<file path="config.mk">
export PLATFORM = sky130hd
export DESIGN_NAME = vend_txn_controller
export DESIGN_NICKNAME = d
export VERILOG_FILES = /design/src/rtl/vend_txn_controller.sv
export SDC_FILE = /design/constraint.sdc
export NUM_CORES = 1
export LEC_CHECK = 0
export BUFFER_PORTS_ARGS = -buffer_cell sky130_fd_sc_hd__buf_2
export CORE_UTILIZATION = 30
export DETAILED_ROUTE_END_ITERATION = 10
export PLACE_DENSITY_LB_ADDON = 0.08
export SLEW_MARGIN = 20
export SYNTH_ARGS = -nofsm -noshare
export SYNTH_HDL_FRONTEND = slang
export SYNTH_SLANG_ARGS = --single-unit
</file>
<file path="constraint.sdc">
create_clock -name clk -period 3.9 [get_ports clk]
set_clock_uncertainty 0.2 [all_clocks]
set_input_delay 0.195 -clock clk [delete_from_list [all_inputs] [get_ports clk]]
set_output_delay 0.195 -clock clk [all_outputs]
set_load 0.01 [all_outputs]
</file>
<file path="src/rtl/vend_txn_controller.sv">
// Vending transaction sequencer: coin credit, purchase validation, dispenser
// handshake with timeout, and one-coin-at-a-time change/refund payout.
module vend_txn_controller #(
  parameter int PRICE_A      = 25,
  parameter int PRICE_B      = 40,
  parameter int MAX_CREDIT   = 200,
  parameter int VEND_TIMEOUT = 1000
) (
  input  logic       clk,
  input  logic       rst,
  input  logic       coin10,
  input  logic       coin25,
  input  logic       sel,
  input  logic       buy,
  input  logic       cancel,
  output logic       disp_req,
  input  logic       disp_ack,
  output logic       pay_req,
  output logic [1:0] pay_coin,
  input  logic       pay_ack,
  output logic [7:0] credit,
  output logic       busy,
  output logic       coin_reject,
  output logic       insuf,
  output logic       vend_fail,
  output logic       done
);

  // state  | meaning
  // IDLE   | accepting coins, buy and cancel
  // VEND   | disp_req held, waiting for disp_ack or timeout
  // PAYOUT | pay_req held with one coin, waiting for pay_ack
  // GAP    | one return-to-zero cycle between hopper coins
  typedef enum logic [1:0] {IDLE, VEND, PAYOUT, GAP} state_t;

  localparam int TW = (VEND_TIMEOUT > 1) ? $clog2(VEND_TIMEOUT) : 1;
  localparam logic [7:0] PA = 8'(PRICE_A);
  localparam logic [7:0] PB = 8'(PRICE_B);
  localparam logic [8:0] MAXC = 9'(MAX_CREDIT);
  localparam logic [TW-1:0] TLOAD = TW'(VEND_TIMEOUT - 1);

  state_t        state, state_nx;
  logic [7:0]    credit_q, credit_nx;
  logic [7:0]    chg, chg_nx;
  logic [7:0]    price_q, price_nx;
  logic [TW-1:0] timer, timer_nx;
  logic          reject_nx, insuf_nx, fail_nx, done_nx;
  logic [7:0]    coin_sum, price_sel, coin_val;
  logic [8:0]    credit_sum;
  logic          any_coin;

  assign any_coin   = coin10 | coin25;
  assign coin_sum   = (coin10 ? 8'd10 : 8'd0) + (coin25 ? 8'd25 : 8'd0);
  assign credit_sum = {1'b0, credit_q} + {1'b0, coin_sum};
  assign price_sel  = sel ? PB : PA;
  assign coin_val   = (chg >= 8'd25) ? 8'd25 : (chg >= 8'd10) ? 8'd10 : 8'd5;

  always_comb begin
    state_nx  = state;
    credit_nx = credit_q;
    chg_nx    = chg;
    price_nx  = price_q;
    timer_nx  = timer;
    reject_nx = 1'b0;
    insuf_nx  = 1'b0;
    fail_nx   = 1'b0;
    done_nx   = 1'b0;
    case (state)
      IDLE: begin
        if (cancel && credit_q != 8'd0) begin
          chg_nx    = credit_q;
          credit_nx = 8'd0;
          reject_nx = any_coin;
          state_nx  = PAYOUT;
        end else if (buy) begin
          reject_nx = any_coin;
          if (credit_q >= price_sel) begin
            chg_nx    = credit_q - price_sel;
            price_nx  = price_sel;
            credit_nx = 8'd0;
            timer_nx  = TLOAD;
            state_nx  = VEND;
          end else begin
            insuf_nx = 1'b1;
          end
        end else if (any_coin) begin
          if (credit_sum > MAXC) reject_nx = 1'b1;
          else                   credit_nx = credit_sum[7:0];
        end
      end
      VEND: begin
        reject_nx = any_coin;
        if (disp_ack) begin
          if (chg != 8'd0) begin
            state_nx = PAYOUT;
          end else begin
            done_nx  = 1'b1;
            state_nx = IDLE;
          end
        end else if (timer == '0) begin
          // abandoned vend: refund the full amount that was taken
          fail_nx  = 1'b1;
          chg_nx   = chg + price_q;
          state_nx = PAYOUT;
        end else begin
          timer_nx = timer - 1'b1;
        end
      end
      PAYOUT: begin
        reject_nx = any_coin;
        if (pay_ack) begin
          chg_nx   = chg - coin_val;
          state_nx = GAP;
        end
      end
      GAP: begin
        reject_nx = any_coin;
        if (chg != 8'd0) begin
          state_nx = PAYOUT;
        end else begin
          done_nx  = 1'b1;
          state_nx = IDLE;
        end
      end
      default: state_nx = IDLE;
    endcase
  end

  always_ff @(posedge clk) begin
    if (rst) begin
      state       <= IDLE;
      credit_q    <= 8'd0;
      chg         <= 8'd0;
      price_q     <= 8'd0;
      timer       <= '0;
      coin_reject <= 1'b0;
      insuf       <= 1'b0;
      vend_fail   <= 1'b0;
      done        <= 1'b0;
    end else begin
      state       <= state_nx;
      credit_q    <= credit_nx;
      chg         <= chg_nx;
      price_q     <= price_nx;
      timer       <= timer_nx;
      coin_reject <= reject_nx;
      insuf       <= insuf_nx;
      vend_fail   <= fail_nx;
      done        <= done_nx;
    end
  end

  // chg only moves on the pay_ack that leaves PAYOUT, so pay_coin is stable
  assign pay_coin = (state != PAYOUT) ? 2'd0 :
                    (chg >= 8'd25)    ? 2'd3 :
                    (chg >= 8'd10)    ? 2'd2 : 2'd1;
  assign disp_req = (state == VEND);
  assign pay_req  = (state == PAYOUT);
  assign busy     = (state != IDLE);
  assign credit   = credit_q;

endmodule

</file>
Yosys cells after proc, flatten, opt, wreduce, memory -nomap -nowiden:

Cells that the tools add are included.

* reductions and logical operators: 17
* magnitude comparators: 4
* multiplexer cells: 44
* add/subtract/negate cells: 6
* eq/ne operators: 16
* bitwise gates (word level): 5

Operators with widths (number)
* $mux W8: 11
* $mux W10: 5
* $pmux W8 S3: 1
* $mux W2: 10
* $pmux W10 S2: 1
* $reduce_bool A8 Y1: 2
* $ne A2 B2 Y1 const B: 6
* $reduce_and A4 Y1: 3
* $reduce_and A6 Y1: 2
* $logic_not A10 Y1: 1
* $mux W5: 2
* $sub A10 B1 Y10 const B: 1
* $add A8 B6 Y9: 1
* $gt A9 B8 Y1 const B: 1
* $ne A3 B3 Y1 const B: 3
* $add A8 B8 Y8: 1
* $ge A8 B4 Y1 const B: 1
* $ge A8 B5 Y1 const B: 1
* $ge A8 B6 Y1: 1
* $mux W1: 8
* $mux W4: 2
* $pmux W2 S4: 1
* $sub A8 B5 Y8: 1
* $sub A8 B6 Y8: 1
* 15 further kinds: 25

* register bits after elaboration: 40
* output and inout bits: 17

Logic depth before layout (Yosys ltp):

* word-level depth: 9
* mapped depth: 13
* mapped depth without buffers: 13

Worst setup path before layout:

OpenSTA, ideal clock, no wires.

* kind: flip-flop to flip-flop
* start: register credit_q[1] (netlist: credit[1])
* end: register credit_q[0] (netlist: credit[0])
* data required time: 3.579 ns
* clock period less this slack: 3.345 ns
* slack: 0.555 ns
* stages on the path, launching flop included: 11
* path buffers: 0
* arrival: 3.024 ns
* cell sequence: dfxtp_1 ha_1 ha_1 inv_1 fa_1 or3b_1 a222oi_1 o211ai_1 and3_1 nor3_4 mux2_2

* longest elaborated chain between the ends: 4

RTL lines
* start: declaration: RTL line 43 `logic [7:0] credit_q, credit_nx;`
* start signal: assignment: RTL line 142 `credit_q <= credit_nx;`
* $add A8 B6 Y9 / $reduce_bool A8 Y1 (equally long branches): RTL line 54, 70
* $gt A9 B8 Y1 / $logic_and A1 B1 Y1 (equally long branches): RTL line 87, 70
* $ne A3 B3 Y1 (no line), or another cell as far along
* $reduce_and A4 Y1 (no line)

Several ways; a longest one is shown, not always the timed one.
A chain may end at the register's enable or synchronous reset.

Worst setup path in the final report:

Same ends and word-level chain as after synthesis.

==> impl_metrics.csv <==
group,metric,value,unit
synthesis,synth_area,2850,um2
synthesis,synth_cell_type_count,61,
worst_setup_path,worst_setup_path_end_kind,"register",
cells_and_area,fin_area,3280,um2
job,drv_cap,0,
cells_and_area,finalNetCount,415,
synthesis,async_flop_share,0,%
global_routing,grt_pass1_wl,12800,um
power,p_leak,1.33,nW
worst_setup_path,criticalPathCategory,"reg2reg",
floorplan,core-area,9240,um2
global_routing,grt_pass1_vias,2578,
power,p_per_area,684,nW/um2
placed_design,dpl-instance-area,3140,um2
synthesis,synth_warnings,0,
worst_setup_path,crit_fanout,8,
synthesis,yosys.area_share.adder,14.4,%
floorplan,die_x,99.5,um
global_routing,grt_overflow,0,
hold_path,worst_hold_path.endpoint,"insuf",
global_routing,track_usage,16.4,%
cells_and_area,synthToLayoutAreaGrowth,15.1,%
routing,drt_wl_total,7550,um
sta,slew_headroom,55.9,%
status,status,"finished, final reports clean",
clock_tree,cts_buffer_depth,2,
sta,worstMarginPinSlew,655,ps
cells_and_area,final_common_cell,"dfxtp_1",
floorplan,io_pins,26,
worst_setup_path,rrSetupSlack,310,ps
placed_design,hpwl,5850,um
clock_tree,numCtsBuffers,5,
worst_setup_path,start_kind,"register",
routing,wl_per_cell,15.0,um
cells_and_area,antenna_cells,0,
hold_path,holdPathStages,3,
clock_tree,ctsRootBufferMaster,"clkbuf_8",
floorplan,core.rowCount,35,
worst_setup_path,r2r_end,"credit[0]",
clock_tree,post_cts_hold_buffer_count,1,
placed_design,globalplace.congestion,0.767,
clock_tree,post_cts_resized,0,
floorplan,initial_core_util,30.8,%
global_routing,antenna_found_initial,0,
sta,min_period_over_period,92.1,%
clock_tree,clk_pin_slew,80,ps
floorplan,die_area,9890,um2
clock_tree,clk_latency,290,ps
cells_and_area,layout_common_cells,"dfxtp_1, nor2_1, ha_1",
sta,fin_setup_tns,0,ps
sta,post-route-min-period,3590,ps
synthesis,synthMuxAreaShare,3.43,%
synthesis,syn_nets,386,
worst_setup_path,rr_worst_depth,10,
clock_tree,cts_tree,"built",
hold_path,hp-class,"in2reg",
synthesis,synth-edff-count,0,
routing,drt_iter0_markers,80,
synthesis,synth_xor_area_share,6.15,%
synthesis,synth_compound_area_share,23.6,%
sta,drv_slew,0,
worst_setup_path,cp.required,3880,ps
cells_and_area,drive_above_1_share,15.2,%
routing,ant_nets,0,
sta,hold_viol,0,
worst_setup_path,arrival,3570,ps
routing,viasPerCell,5.06,
routing,drc,0,
sta,rsz0062_at_grt,"false",
routing,vias,2553,
synthesis,yosysSeqAreaShare,24.6,%
synthesis,netlist_instances,346,
clock_tree,cts_htree_levels,2,
worst_setup_path,r2r-start,"credit[1]",
power,peakVddDrop,0.000291,V
routing,drt-pass1-iter-count,5,
synthesis,ys.flop_type,"dfxtp_1",
sta,max_freq,278,MHz
sta,setup_viol,0,
synthesis,synth_top_family_by_area,"compound AO/OA/AOI/OAI gates",
clock_tree,cts_num_sinks,35,
synthesis,synth.avg_cell_area,8.23,um2
hold_path,hp-start,"buy",
floorplan,die_h,99.5,um
placed_design,portBuffers,25,
synthesis,synthSimpleGateAreaFrac,23.3,%
clock_tree,cts_setup_buffers,0,
global_routing,grt_max_degree,33,
cells_and_area,fillers,984,
synthesis,ys_seq_elements,35,
==> how the worst max path moves through the flow <==
stage | start | to | slack [ps] | cells past startpoint
after floorplan | credit[1] | credit[0] | 550 | 10
after global placement | credit[1] | credit[0] | 350 | 10
after detailed placement | credit[1] | credit[4] | 310 | 10
after CTS | credit[1] | credit[4] | 300 | 10
after global routing | credit[1] | credit[4] | 30 | 10
final | credit[1] | credit[0] | 310 | 10
==> per-stage QoR <==
step                      total power, mW  util [%]  hold slack (ps)  worst slack (ps)  std cells
after detailed placement             1.86      33.9              290               313        496
final                                2.24      35.5             23.0               308        505
after global placement               1.87      33.9              286               353        496
after global routing                 2.46      35.5             24.5              30.9        505
after CTS                            2.27      35.5             11.9               305        505
after floorplan                      1.52         -             90.6               555        346
==> final cells by class <==
class | instances | area (um2) | share of cell area [%]
flip-flops and latches | 35 | 701 | 21.4
clock inverters | 2 | 60.1 | 1.83
clock buffers | 6 | 72.6 | 2.21
inverters | 25 | 93.8 | 2.86
multi-input cells | 277 | 2020 | 61.5
repair buffers | 31 | 173 | 5.27
well taps | 129 | 161 | 4.92
==> state kept, by name, summed over array words and instances, names as in the netlist <==
| signal | cells |
|---|---|
| chg | 8 |
| coin_reject | 1 |
| credit | 8 |
| done | 1 |
| insuf | 1 |
| price_q | 3 |
| state | 2 |
| timer | 10 |
| vend_fail | 1 |
==> cell usage after synthesis (2+ instances only) <==
cell | count | area, um2
nor3b_1 | 5 | 37.5
ha_1 | 28 | 350
xnor2_1 | 15 | 131
buf_2 | 2 | 10.0
xor2_1 | 5 | 43.8
and3_1 | 6 | 37.5
fa_1 | 3 | 60.1
nand4b_1 | 2 | 17.5
nand3_1 | 10 | 50.1
nor4_1 | 7 | 43.8
a2111oi_2 | 4 | 60.1
and2_1 | 2 | 12.5
nand3b_1 | 2 | 15.0
inv_1 | 24 | 90.1
o21ai_0 | 16 | 80.1
nor2_1 | 30 | 113
o31ai_1 | 2 | 15.0
or2_2 | 2 | 12.5
a21boi_0 | 5 | 37.5
a21o_1 | 3 | 22.5
mux2_2 | 6 | 67.6
o211ai_1 | 6 | 45.0
o21a_1 | 3 | 22.5
nand2_1 | 23 | 86.3
or4_1 | 2 | 15.0
a311oi_1 | 2 | 17.5
nor3_1 | 10 | 50.1
dfxtp_1 | 35 | 701
nand2b_1 | 8 | 50.1
or3_1 | 4 | 25.0
mux2i_1 | 3 | 30.0
a21oi_1 | 25 | 125
a211oi_1 | 5 | 37.5
nor2b_1 | 6 | 37.5
a31oi_1 | 4 | 25.0
clkbuf_1 | 5 | 18.8
buf_1 | 2 | 7.51
==> cells by family (layout without fill, tap and decap cells) <==
group / after synthesis / count (layout)
mux: 9 / 9
compound gates: 92 / 92
xor+xnor: 20 / 20
flops: 35 / 35
buf+inv: 34 / 64
simple gates: 125 / 125
fa+ha+maj: 31 / 31
==> worst max-delay path: stages, from the launching register on <==
cell and delay, ps:
dfxtp_1 370, ha_1 300, ha_1 200, inv_1 70, fa_1 500, or3b_1 350
a222oi_1 370, o211ai_1 130, and3_1 240, nor3_4 390, mux2_2 380
==> layer usage <==
| layer | share of wire [%] | GRT usage, % | wire length, um |
|---|---|---|---|
| met5 | 0 | 0 | 0 |
| met4 | 1.5 | 4.86 | 117 |
| met3 | 2.6 | 2.25 | 196 |
| met2 | 45 | 27.2 | 3410 |
| met1 | 51 | 22.2 | 3830 |
==> power by group <==
group	switching, mW	total, mW	leakage, nW	internal (mW)
combinational	0.778	1.34	0.975	0.558
clock	0.136	0.392	0.0654	0.256
sequential	0.0807	0.516	0.285	0.436
(Power assumes the default switching activity.)
